===== config.mk =====
export PLATFORM = sky130hd
export DESIGN_NAME = md_bus_merge_flat
export DESIGN_NICKNAME = d
export VERILOG_FILES = /design/src/rtl/md_bus_merge_if.sv /design/src/rtl/md_bus_merge.sv /design/src/flat_wrapper.sv
export SDC_FILE = /design/constraint.sdc
export NUM_CORES = 1
export LEC_CHECK = 0
export ABC_AREA = 1
export BUFFER_PORTS_ARGS = -buffer_cell sky130_fd_sc_hd__buf_2
export CORE_ASPECT_RATIO = 1.5
export CORE_MARGIN = 4
export CORE_UTILIZATION = 46
export DETAILED_ROUTE_END_ITERATION = 16
export PLACE_DENSITY = 0.79
export SYNTH_ARGS = -nofsm -noshare
export SYNTH_HDL_FRONTEND = slang
export SYNTH_SLANG_ARGS = --single-unit
export TNS_END_PERCENT = 1

===== constraint.sdc =====
create_clock -name MCLK -period 1.85 [get_ports MCLK]
set_input_delay 0.0925 -clock MCLK [delete_from_list [all_inputs] [get_ports MCLK]]
set_output_delay 0.0925 -clock MCLK [all_outputs]
set_load 0.02 [all_outputs]

===== src/rtl/md_bus_merge_if.sv =====
// md_bus_merge_if -- bus-side signal bundle for one md_bus_merge instance.
//   drv_o / drv_d : NDRV*WIDTH driver values and per-bit high-Z disables
//                   (driver k at [k*WIDTH +: WIDTH], disable 1 = high-Z)
//   clr           : synchronous clear of sticky flags and contention counter
//   bus           : resolved bus value (registered)
//   floating      : per-bit "no driver last cycle"
//   contend       : one-cycle pulse, contention on any bit last cycle
//   contend_sticky: per-bit sticky contention flags
//   contend_cnt   : saturating count of contention cycles
// master = driver/observer side, slave = the merge block.
// WIDTH/NDRV/CNT_W must match the parameters of the attached md_bus_merge.
interface md_bus_merge_if #(
  parameter int unsigned WIDTH = 16,
  parameter int unsigned NDRV  = 4,
  parameter int unsigned CNT_W = 8
);
  logic [NDRV*WIDTH-1:0] drv_o;
  logic [NDRV*WIDTH-1:0] drv_d;
  logic                  clr;
  logic [WIDTH-1:0]      bus;
  logic [WIDTH-1:0]      floating;
  logic                  contend;
  logic [WIDTH-1:0]      contend_sticky;
  logic [CNT_W-1:0]      contend_cnt;

  modport master (
    output drv_o, drv_d, clr,
    input  bus, floating, contend, contend_sticky, contend_cnt
  );

  modport slave (
    input  drv_o, drv_d, clr,
    output bus, floating, contend, contend_sticky, contend_cnt
  );
endinterface


===== src/rtl/md_bus_merge.sv =====
// md_bus_merge -- registered wired-OR resolver for a multi-driver board bus.
// Each bit ORs the values of its enabled drivers; undriven bits follow MODE
// (0 keeper, 1 pull-up, 2 pull-down). In keeper mode an optional decay loads
// DECAY_VAL after DECAY consecutive fully-undriven cycles. Contention (enabled
// drivers disagreeing on a bit) raises a pulse, per-bit sticky flags and a
// saturating cycle counter.
// Ports:
//   MCLK  : clock, all state on rising edge
//   reset : asynchronous active-high reset
//   bif   : md_bus_merge_if.slave (drivers, clr in; bus/flags/counter out)
// All outputs are registered; there is no input-to-output combinational path.

// Per-bit resolver: one instance per bus bit.
module md_bus_merge_bit #(
  parameter int unsigned NDRV = 4,
  parameter int unsigned MODE = 0
) (
  input  logic [NDRV-1:0] drv_o,
  input  logic [NDRV-1:0] drv_d,
  input  logic            cur,
  output logic            nxt,
  output logic            flt,
  output logic            con
);
  logic any_one, all_one;

  assign flt     = &drv_d;
  assign any_one = |(drv_o & ~drv_d);
  // disabled drivers count as '1' so only enabled zeros pull this low
  assign all_one = &(drv_o | drv_d);
  // at least one enabled 1 and at least one enabled 0
  assign con     = any_one & ~all_one;

  always_comb begin
    nxt = cur;
    if (!flt)           nxt = any_one;
    else if (MODE == 1) nxt = 1'b1;
    else if (MODE == 2) nxt = 1'b0;
  end
endmodule

module md_bus_merge #(
  parameter int unsigned     WIDTH     = 16,
  parameter int unsigned     NDRV      = 4,
  parameter int unsigned     MODE      = 0,
  parameter int unsigned     DECAY     = 0,
  parameter logic [WIDTH-1:0] DECAY_VAL = '0,
  parameter logic [WIDTH-1:0] RESET_VAL = '1,
  parameter int unsigned     CNT_W     = 8
) (
  input logic           MCLK,
  input logic           reset,
  md_bus_merge_if.slave bif
);
  // elaboration-time parameter checks
  if (MODE > 2) begin : g_mode_chk
    $error("md_bus_merge: illegal MODE %0d (0 keeper, 1 pull-up, 2 pull-down)", MODE);
  end
  if (WIDTH < 1 || WIDTH > 32) begin : g_width_chk
    $error("md_bus_merge: WIDTH %0d out of range 1..32", WIDTH);
  end
  if (NDRV < 2 || NDRV > 8) begin : g_ndrv_chk
    $error("md_bus_merge: NDRV %0d out of range 2..8", NDRV);
  end

  localparam bit          DECAY_EN = (MODE == 0) && (DECAY > 0);
  localparam int unsigned DCW      = (DECAY > 0) ? $clog2(DECAY + 1) : 1;

  typedef struct packed {
    logic [WIDTH-1:0] bus;
    logic [WIDTH-1:0] flt;
    logic             con;
    logic [WIDTH-1:0] stk;
    logic [CNT_W-1:0] cnt;
  } st_t;

  st_t              st_q, st_d;
  logic [DCW-1:0]   dcnt_q, dcnt_d;

  // driver-major input transposed to bit-major for the per-bit resolvers
  logic [WIDTH-1:0][NDRV-1:0] bit_o, bit_d;
  logic [WIDTH-1:0]           res, flt_v, con_v, bus_cur;
  logic                       all_flt, any_con, decay_hit;

  for (genvar b = 0; b < WIDTH; b++) begin : g_bit
    for (genvar k = 0; k < NDRV; k++) begin : g_drv
      assign bit_o[b][k] = bif.drv_o[k*WIDTH + b];
      assign bit_d[b][k] = bif.drv_d[k*WIDTH + b];
    end
  end

  assign bus_cur = st_q.bus;

  md_bus_merge_bit #(.NDRV(NDRV), .MODE(MODE)) u_bit [WIDTH-1:0] (
    .drv_o (bit_o),
    .drv_d (bit_d),
    .cur   (bus_cur),
    .nxt   (res),
    .flt   (flt_v),
    .con   (con_v)
  );

  assign all_flt = &flt_v;
  assign any_con = |con_v;

  // Decay counter: counts fully-undriven cycles, saturating at DECAY. The
  // bus loads DECAY_VAL on the edge the count reaches DECAY and keeps doing
  // so while it sits there; any driven bit restarts the count.
  always_comb begin
    dcnt_d    = '0;
    decay_hit = 1'b0;
    if (DECAY_EN && all_flt) begin
      dcnt_d    = (dcnt_q == DCW'(DECAY)) ? dcnt_q : dcnt_q + 1'b1;
      decay_hit = (dcnt_d == DCW'(DECAY));
    end
  end

  always_comb begin
    st_d     = st_q;
    st_d.bus = decay_hit ? DECAY_VAL : res;
    st_d.flt = flt_v;
    st_d.con = any_con;
    // clr wipes history but this cycle's contention still lands
    st_d.stk = (bif.clr ? '0 : st_q.stk) | con_v;
    if (bif.clr)
      st_d.cnt = CNT_W'(any_con);
    else if (any_con && (st_q.cnt != {CNT_W{1'b1}}))
      st_d.cnt = st_q.cnt + 1'b1;
  end

  always_ff @(posedge MCLK or posedge reset) begin
    if (reset) begin
      st_q.bus <= RESET_VAL;
      st_q.flt <= '1;
      st_q.con <= 1'b0;
      st_q.stk <= '0;
      st_q.cnt <= '0;
      dcnt_q   <= '0;
    end else begin
      st_q   <= st_d;
      dcnt_q <= dcnt_d;
    end
  end

  assign bif.bus            = st_q.bus;
  assign bif.floating       = st_q.flt;
  assign bif.contend        = st_q.con;
  assign bif.contend_sticky = st_q.stk;
  assign bif.contend_cnt    = st_q.cnt;
endmodule


===== src/flat_wrapper.sv =====
// flat-port wrapper written by rule: the top's interface ports become plain ports
module md_bus_merge_flat 
#(
  parameter int unsigned     WIDTH     = 16,
  parameter int unsigned     NDRV      = 4,
  parameter int unsigned     MODE      = 0,
  parameter int unsigned     DECAY     = 0,
  parameter logic [WIDTH-1:0] DECAY_VAL = '0,
  parameter logic [WIDTH-1:0] RESET_VAL = '1,
  parameter int unsigned     CNT_W     = 8
)
  (MCLK, reset, bif_drv_o, bif_drv_d, bif_clr, bif_bus, bif_floating, bif_contend, bif_contend_sticky, bif_contend_cnt);
  md_bus_merge_if #(.WIDTH(WIDTH), .NDRV(NDRV), .CNT_W(CNT_W)) bif_i ();
  input logic MCLK;
  input logic reset;
  input wire logic [$bits(bif_i.drv_o)-1:0] bif_drv_o;
  input wire logic [$bits(bif_i.drv_d)-1:0] bif_drv_d;
  input wire logic [$bits(bif_i.clr)-1:0] bif_clr;
  output wire logic [$bits(bif_i.bus)-1:0] bif_bus;
  output wire logic [$bits(bif_i.floating)-1:0] bif_floating;
  output wire logic [$bits(bif_i.contend)-1:0] bif_contend;
  output wire logic [$bits(bif_i.contend_sticky)-1:0] bif_contend_sticky;
  output wire logic [$bits(bif_i.contend_cnt)-1:0] bif_contend_cnt;
  assign bif_i.drv_o = bif_drv_o;
  assign bif_i.drv_d = bif_drv_d;
  assign bif_i.clr = bif_clr;
  assign bif_bus = bif_i.bus;
  assign bif_floating = bif_i.floating;
  assign bif_contend = bif_i.contend;
  assign bif_contend_sticky = bif_i.contend_sticky;
  assign bif_contend_cnt = bif_i.contend_cnt;
  md_bus_merge #(.WIDTH(WIDTH), .NDRV(NDRV), .MODE(MODE), .DECAY(DECAY), .DECAY_VAL(DECAY_VAL), .RESET_VAL(RESET_VAL), .CNT_W(CNT_W)) u_core (.MCLK(MCLK), .reset(reset), .bif(bif_i));
endmodule

# Yosys cells after proc, flatten, opt, wreduce, memory -nomap -nowiden

Cells that the tools add are included.

Bits in registers: 57
Input bits: 131
Output and inout bits: 57
Word-level logic and storage cells: 157

Add/sub/neg operators: 1
Eq/ne operators: 1
Mux-type cells: 3
Bitwise logic cells: 81
Reduce and logical (&&, ||, !) cells: 51

Operator list:

| cell                                        | number |
|---|---|
| AND reduction 4 bit                         | 32 |
| AND 4 bit                                   | 16 |
| NOT 4 bit                                   | 16 |
| bitwise OR 4 bit                            | 16 |
| OR reduction 4 bit                          | 16 |
| AND 1 bit                                   | 16 |
| 2-to-1 mux 16 bit                           | 1 |
| 2-to-1 mux 8 bit                            | 2 |
| NOT 1 bit                                   | 16 |
| bitwise OR 16 bit                           | 1 |
| OR reduction 16 bit                         | 1 |
| adder 8 x 1 -> 8 bit, second input constant | 1 |
| != test 8 bit, second input constant        | 1 |
| nonzero test 2 bit                          | 1 |
| logical AND 1 bit                           | 1 |

# Depth between registers and ports, before layout

Gate-level depths: netlist of the first run.

Depth after elaboration: 8
Mapped depth: 13
Gate-level depth less buffers: 13

# Hierarchy

Synthesis of the first run repeated with hierarchy kept, for this count alone.

Cell total of the unflattened synthesis: 601
Area, all modules: 3742.3 um^2

Modules (own cells, without submodules):

| module           | times used | cells an instance | area each (um^2) | sequential area each (um^2) |
|---|---|---|---|---|
| md_bus_merge     | 1          | 153               | 1980.6           | 1466.4 |
| md_bus_merge_bit | 16         | 28                | 110.1            | 0.0 |

# Worst setup path before layout of the first run

Ideal clock, no wire load.

Kind: reg-to-reg
Start: register u_core.st_q, in the netlist u_core.bif.contend_cnt[0]
End: register u_core.st_q, in the netlist u_core.bif.contend_cnt[4]
Library setup time: 0.118 ns
Data arrival time: 1.530 ns
Data required time: 1.732 ns
Slack: 0.202 ns
Stages on the path, launching flop included: 9
Path buffers: 0
Clock period less this slack: 1.648 ns
Cells stage by stage: dfrtp_1 > ha_1 > nand3_1 > nor2_1 > nand4_1 > nand2_8 > nand2_4 > nand2_1 > nand2_1

Word-level cells in the longest chain between the ends: 3
Elaborated cells between the ends (all ways): 6
Those cells by class: 1 x add/sub; 1 x eq/ne; 2 x mux; 2 x reduce/logical

RTL lines:

| item                                                   | RTL line                                 | RTL |
|---|---|---|
| from (decl)                                            | md_bus_merge.sv:77                       | `st_t st_q, st_d;` |
| from (signal assigned)                                 | md_bus_merge.sv:140                      | `st_q <= st_d;` |
| adder 8 x 1 -> 8 bit or != test 8 bit (tied branches)  | md_bus_merge.sv:128, md_bus_merge.sv:127 |  |
| 2-to-1 mux 8 bit or logical AND 1 bit (tied branches)  | md_bus_merge.sv:127                      | `else if (any_con && (st_q.cnt != {CNT_W{1'b1}}))` |
| 2-to-1 mux 8 bit or nonzero test 2 bit (tied branches) | n/a                                      |  |

Parallel ways exist; a longest one is shown, timed or not. The select of a mux whose other input is x is not followed.
A chain may end at the register's enable or synchronous reset.

# Worst setup path in the final report of the first run

Ends and elaborated chain as after synthesis.

==> results of run 1 <==
## flip-flops by register name (all words and copies together) (netlist names)
signal and flops:
u_core.bif.contend_cnt 8, u_core.bif.bus 16, u_core.bif.contend 1, u_core.bif.contend_sticky 16
u_core.bif.floating 16
## cell type report
cell class                 instances  area share (%)
multi-input combinational        352            30.4
sequential                        57            28.9
timing repair buffer             216            24.4
inverter                         115            8.52
clock buffer                      12            4.87
tap                              102            2.52
clock inverter                     4           0.395
## layer usage
| metal | vias up | global-route usage, % |
|---|---|---|
| li1 | 2031 | - |
| met1 | 1746 | 21.1 |
| met2 | 164 | 40.2 |
| met3 | 24 | 7.85 |
| met4 | 2 | 10.9 |
| met5 | - | 0 |
## repair_timing
| action | in CTS | in global routing |
|---|---|---|
| hold buffers | 27 | 0 |
| gates resized for setup | 0 | 0 |
| endpoints found under the hold margin | 24 | 0 |
## layout by cell type, fill, tap and decap left out, types with 11 or more instances in the layout
| master | synthesis | layout |
|---|---|---|
| dlygate4sd3_1 | 0 | 27 |
| nor2_2 | 11 | 11 |
| nor4_1 | 13 | 13 |
| nor2_1 | 53 | 53 |
| buf_2 | 0 | 187 |
| dfstp_2 | 32 | 32 |
| inv_2 | 12 | 13 |
| o21ai_0 | 33 | 33 |
| nand2_1 | 199 | 199 |
| o21ai_1 | 16 | 16 |
| dfrtp_1 | 25 | 25 |
| inv_1 | 102 | 101 |
## report_power, final
group          internal (µW)  switching (µW)
logic                    331             498
clock network            930             541
registers               1380            54.4
## worst max path at each step
stage	cells past startpoint	to	slack, ps
floorplan	8	u_core.bif.contend_cnt[4]$_DFFE_PP0P_	200
global placement	8	u_core.bif.contend_cnt[3]$_DFFE_PP0P_	270
detailed placement	8	u_core.bif.contend_cnt[4]$_DFFE_PP0P_	190
CTS	8	u_core.bif.contend_cnt[4]$_DFFE_PP0P_	180
global route	15	u_core.bif.contend_cnt[4]$_DFFE_PP0P_	10
finish	8	u_core.bif.contend_cnt[4]$_DFFE_PP0P_	190
## stage by stage
step	instances	instance area [µm²]
detailed placement	815	4530
finish	858	5070
CTS	858	5070
global route	858	5070
global placement	815	4530
floorplan	542	3570
## cell families (layout without fill, tap and decap cells)
logic type / Yosys count / after routing
compound gates: 49 / 49
simple gates: 298 / 298
flops: 57 / 57
fa+ha+maj: 1 / 1
buf+inv: 133 / 347
xor+xnor: 4 / 4
## critical path: cells and delay by family (launching register included)
kind | cells | cell delay [ps]
DFF | 1 | 390
adders and majority gates | 1 | 210
and+or+nand+nor | 7 | 940
==> impl_metrics.yaml, run 1 <==
global_route:
  grt_max_degree: 33
  grt_pass1_vias: 3873
  antenna_found_initial: 1
  grt_util_all_layers_pct: 21.9
  grt_first_pass_wirelength_um: 15800
  overflow: 0
synthesis:
  synth-seq-cells: 57
  synth.avg_cell_area_um2: 6.58
  synth_enable_flop_cells: 0
  netlist_top_cells_area: "dfstp_2, nand2_1, dfrtp_1"
  ys_async_sr_fraction_pct: 100
  synthXorXnorAreaFrac_pct: 0.982
  synth_top_family_by_area: "simple AND/OR/NAND/NOR gates"
  synth-adder-area-share_pct: 0.351
  synth_flop_cell: "dfstp_2"
  synth-simple-area-share_pct: 35.0
  synth_common_cells: "nand2_1, inv_1, nor2_1"
  ys_types: 23
  synth_top_area_share_pct: 23.6
  synthCells: 542
  ys_seq_area_share_pct: 41.1
  ys_warn_count: 0
  yosysMostFrequentCell: "nand2_1"
  syn-num-nets: 674
  synth_top_area_cell: "dfstp_2"
  syn-cell-area_um2: 3570
  synth-compound-area-share_pct: 6.88
  synthMuxAreaShare_pct: 0
setup_path:
  cp_max_fo: 9
  cpMostUsedCell: "nand2_1"
  endpoint_kind: "flop"
  cp_slowest_stage_delay_ps: 390
  crit-reg2reg-launch: "u_core.bif.contend_cnt[0]$_DFFE_PP0P_"
  rr_worst_depth: 8
  cp_cell_sequence: "ha_1, nand3_1, nor2_1, nand4_1, nand2_8, nand2_4, nand2_1, nand2_1"
  slowest_stage: "dfrtp_1"
  rrSetupSlack_ps: 190
  critPathLaunchType: "flop"
  required_ps: 2080
  worstPathArrival_ps: 1880
  r2r-end: "u_core.bif.contend_cnt[4]$_DFFE_PP0P_"
  cp-startpoint: "u_core.bif.contend_cnt[0]$_DFFE_PP0P_"
  path_class: "reg2reg"
timing:
  slew_violations: 0
  whs_ps: 11.1
  period_share_pct: 89.6
  setup_tns_ps: 0
  rsz0062_at_grt: "no"
  layout_min_cycle_time_ps: 1660
  tightest_slew_ps: 571
  hold_viol_final: 0
  relSlewSlack_pct: 61.9
  clock-skew-final_ps: 10.1
  fmax_ghz: 0.603
  setup_violations: 0
  fin_ws_ps: 192
clock_network:
  cts_sinks: 57
  htree_num_levels: 3
  clkLatencyLatePin_ps: 330
  postCtsSetupRepairBufs: 0
  cts.clk_slew.worst_paths_ps: 50
  root_buffer: "clkbuf_16"
  cts_buffer_depth: 2
  numCtsBuffers: 9
  cts_tree: "done"
final_layout:
  area_growth_pct: 42.1
  final-seq-area_um2: 1470
  final_util_pct: 67.0
  drive_above_1_share_pct: 34.8
  multi_input_area_um2: 1540
  diodes: 0
  nNetsFinal: 883
  nFillCells: 625
route:
  routed_wl_um: 9860
  drc: 0
  ant_nets: 0
  drtIter0Drc: 196
  wl_met1_um: 3530
  drt-pass1-iter-count: 4
  met2_length_um: 5060
  highest_layer: "met5"
  dr_wl_met3_um: 991
  vias: 3967
  post_drt_wl_per_cell_um: 11.5
  drt-vias-per-instance: 4.62
placement:
  gp_congestion: 0.852
  dp_slack_ps: 189
  dp_hpwl_um: 7940
  portBuffers: 187
die:
  pin_count: 188
  die-height_um: 116
  fp.coreArea_um2: 7560
  rows: 39
  start_util_pct: 47.1
  dieArea_um2: 9250
  fp.dieW_um: 79.9
power_and_ir_drop:
  vdd_drop_max_mv: 0.532
  p_leak_uw: 0.00304
  power_density_nw_per_um2: 736
  total_power_uw: 3730
worst_hold_path:
  min-delay-start: "bif_drv_d[5]"
  hold_class: "in2reg"
  min_to: "u_core.bif.floating[5]$_DFF_PP1_"
  hold_depth: 3
outcome:
  outcome: "finished, final reports clean"
job:
  cap_violations: 0
Power figures use the tool's default switching activity.
==> run 2: changes to the inputs <==
CORE_MARGIN = 3   (was 4)
==> run 2 against run 1 <==
Non-clock buffer count rose by 5; critical path depth rose by 7; total power fell by 12%; fmax fell by 2.7%; clock skew fell by 2.0 ps; largest power group is now sequential cells.
==> impl_metrics.yaml, run 2 (same netlist as run 1, synthesis figures left out) <==
global_route:
  grt_max_degree: 34
  grt_first_pass_wirelength_um: 16500
  antenna_found_initial: 0
  grt_pass1_vias: 4039
  overflow: 0
  grt_util_all_layers_pct: 23.1
timing:
  clock-skew-final_ps: 8.14
  period_share_pct: 92.2
  setup_violations: 0
  layout_min_cycle_time_ps: 1700
  fmax_ghz: 0.587
  rsz0062_at_grt: "no"
  setup_tns_ps: 0
  hold_viol_final: 0
  tightest_slew_ps: 545
  relSlewSlack_pct: 63.6
  slew_violations: 0
clock_network:
  cts_buffer_depth: 2
  numCtsBuffers: 9
  root_buffer: "clkbuf_8"
  htree_num_levels: 3
  cts_tree: "done"
  clkLatencyLatePin_ps: 330
  cts.clk_slew.worst_paths_ps: 60
  cts_sinks: 57
power_and_ir_drop:
  power_switching_uw: 995
  vdd_drop_max_mv: 0.418
  seqPwrFrac_pct: 43.7
  p_leak_uw: 0.00302
  comb_power_share_pct: 25.8
  p_clk_share_pct: 30.6
  internal-power_uw: 2280
  power_density_nw_per_um2: 648
  switching_share_pct: 30.4
die:
  fp.dieW_um: 77.9
  fp.coreArea_um2: 7370
  start_util_pct: 48.4
  dieArea_um2: 8870
  die-height_um: 114
  rows: 38
  pin_count: 188
route:
  drt-vias-per-instance: 4.66
  routed_wl_um: 10100
  drc: 0
  vias: 4020
  ant_nets: 0
  drt-pass1-iter-count: 4
  drtIter0Drc: 166
  post_drt_wl_per_cell_um: 11.7
setup_path:
  crit_family: "simple AND/OR/NAND/NOR gates"
  critPathLaunchType: "input pin"
  endpoint_kind: "flop"
  worstPathArrival_ps: 1920
  path_class: "in2reg"
  cpMostUsedCell: "nand2_1"
  cp_cell_sequence: "dlygate4sd3_1, buf_2, inv_1, nand2_1, o21ai_1, nor2_1, nor2_1, nor2_1, nand2_1, nor2_2, nand2_4, nand2_8, nand2_4, nand2_1, nand2_1"
  cp_max_fo: 7
  cp_slowest_stage_delay_ps: 530
  slowest_stage: "dlygate4sd3_1"
  required_ps: 2070
  critPathBufInv: 3
placement:
  gp_congestion: 0.866
  dp_hpwl_um: 7860
  portBuffers: 187
  dpl.cell_count: 813
  place_area_um2: 4540
final_layout:
  area_growth_pct: 41.6
  drive_above_1_share_pct: 34.5
  final_cell_mix: "nand2_1, buf_2, inv_1, nor2_1, o21ai_0"
  final_cells: 862
  layout_commonest_cell: "nand2_1"
  final_design_area_no_fill_um2: 5050
  diodes: 0
  nNetsFinal: 889
outcome:
  outcome: "finished, final reports clean"
worst_hold_path:
  hold_class: "in2reg"
job:
  cap_violations: 0
[run 2: changes by cell type in the layout (fill, tap and decap cells not counted), sizes merged]
| cell | before | now |
|---|---|---|
| clkbuf | 12 | 16 |
| dlygate4sd3 | 27 | 32 |
| nand2 | 202 | 203 |
| clkinv | 5 | 1 |
[run 2: per-stage QoR]
step                      setup slack (ps)  util, %  hold slack [ps]  power (µW)
final                                  145     68.5             19.9        3270
after global routing                 0.278     68.5             26.7        3480
after CTS                              169     68.3             1.26        3310
after detailed placement               176     61.6              175        2250
after global placement                 276     61.6              171        2220
after floorplan                        202        -              181        1930
[run 2: layout make-up]
cell class	count	area, µm²
fillers	605	2320
multi-input cells	353	1560
flip-flops and latches	57	1470
repair buffers	221	1300
inverters	115	432
clock buffers	16	170
well taps	100	125
[run 2: what timing repair did]
| item | CTS | global route |
|---|---|---|
| setup buffers | 0 | 1 |
| endpoints found under the setup margin | 0 | 1 |
| hold buffers | 32 | 0 |
| hold endpoints to repair | 24 | 0 |
| gates resized for setup | 0 | 2 |
[run 2: final timing paths]
path	from	endpoint	slack [ps]	depth (start not counted)
min reg2reg	u_core.bif.bus[1]$_DFFE_PP1N_	u_core.bif.bus[1]$_DFFE_PP1N_	460	2
max	bif_drv_d[31]	u_core.bif.contend_cnt[3]$_DFFE_PP0P_	150	15
max reg2reg	u_core.bif.contend_cnt[0]$_DFFE_PP0P_	u_core.bif.contend_cnt[3]$_DFFE_PP0P_	280	9
min in group asynchronous	reset	u_core.bif.contend_sticky[5]$_DFF_PP0_	370	3
max in group asynchronous	reset	u_core.bif.bus[8]$_DFFE_PP1N_	840	4
min	bif_drv_d[57]	u_core.bif.floating[9]$_DFF_PP1_	20	3
[run 2: power groups by stage]
stage / registers, µW / clock network, µW / logic, µW
3_3_place_gp: 1440 / 0 / 779
4_1_cts: 1430 / 1030 / 848
6_report: 1430 / 999 / 844
5_1_grt: 1440 / 1090 / 946
3_5_place_dp: 1440 / 0 / 805
2_1_floorplan: 1520 / 0 / 412
[run 2: per-layer routing]
| layer | up-vias | GRT usage [%] | part of all wire [%] |
|---|---|---|---|
| met3 | 28 | 6.16 | 8.0 |
| met5 | - | 0 | 0 |
| met4 | 0 | 11.2 | 3.2 |
| li1 | 2039 | - | - |
| met2 | 160 | 44.3 | 53 |
| met1 | 1793 | 22.4 | 36 |
[run 2: worst register-to-register path: cells and delay by family (launching register included)]
kind	cells	cell delay [ps]
DFF	1	400
and+or+nand+nor	7	680
buffers and inverters	1	190
adders and majority gates	1	200
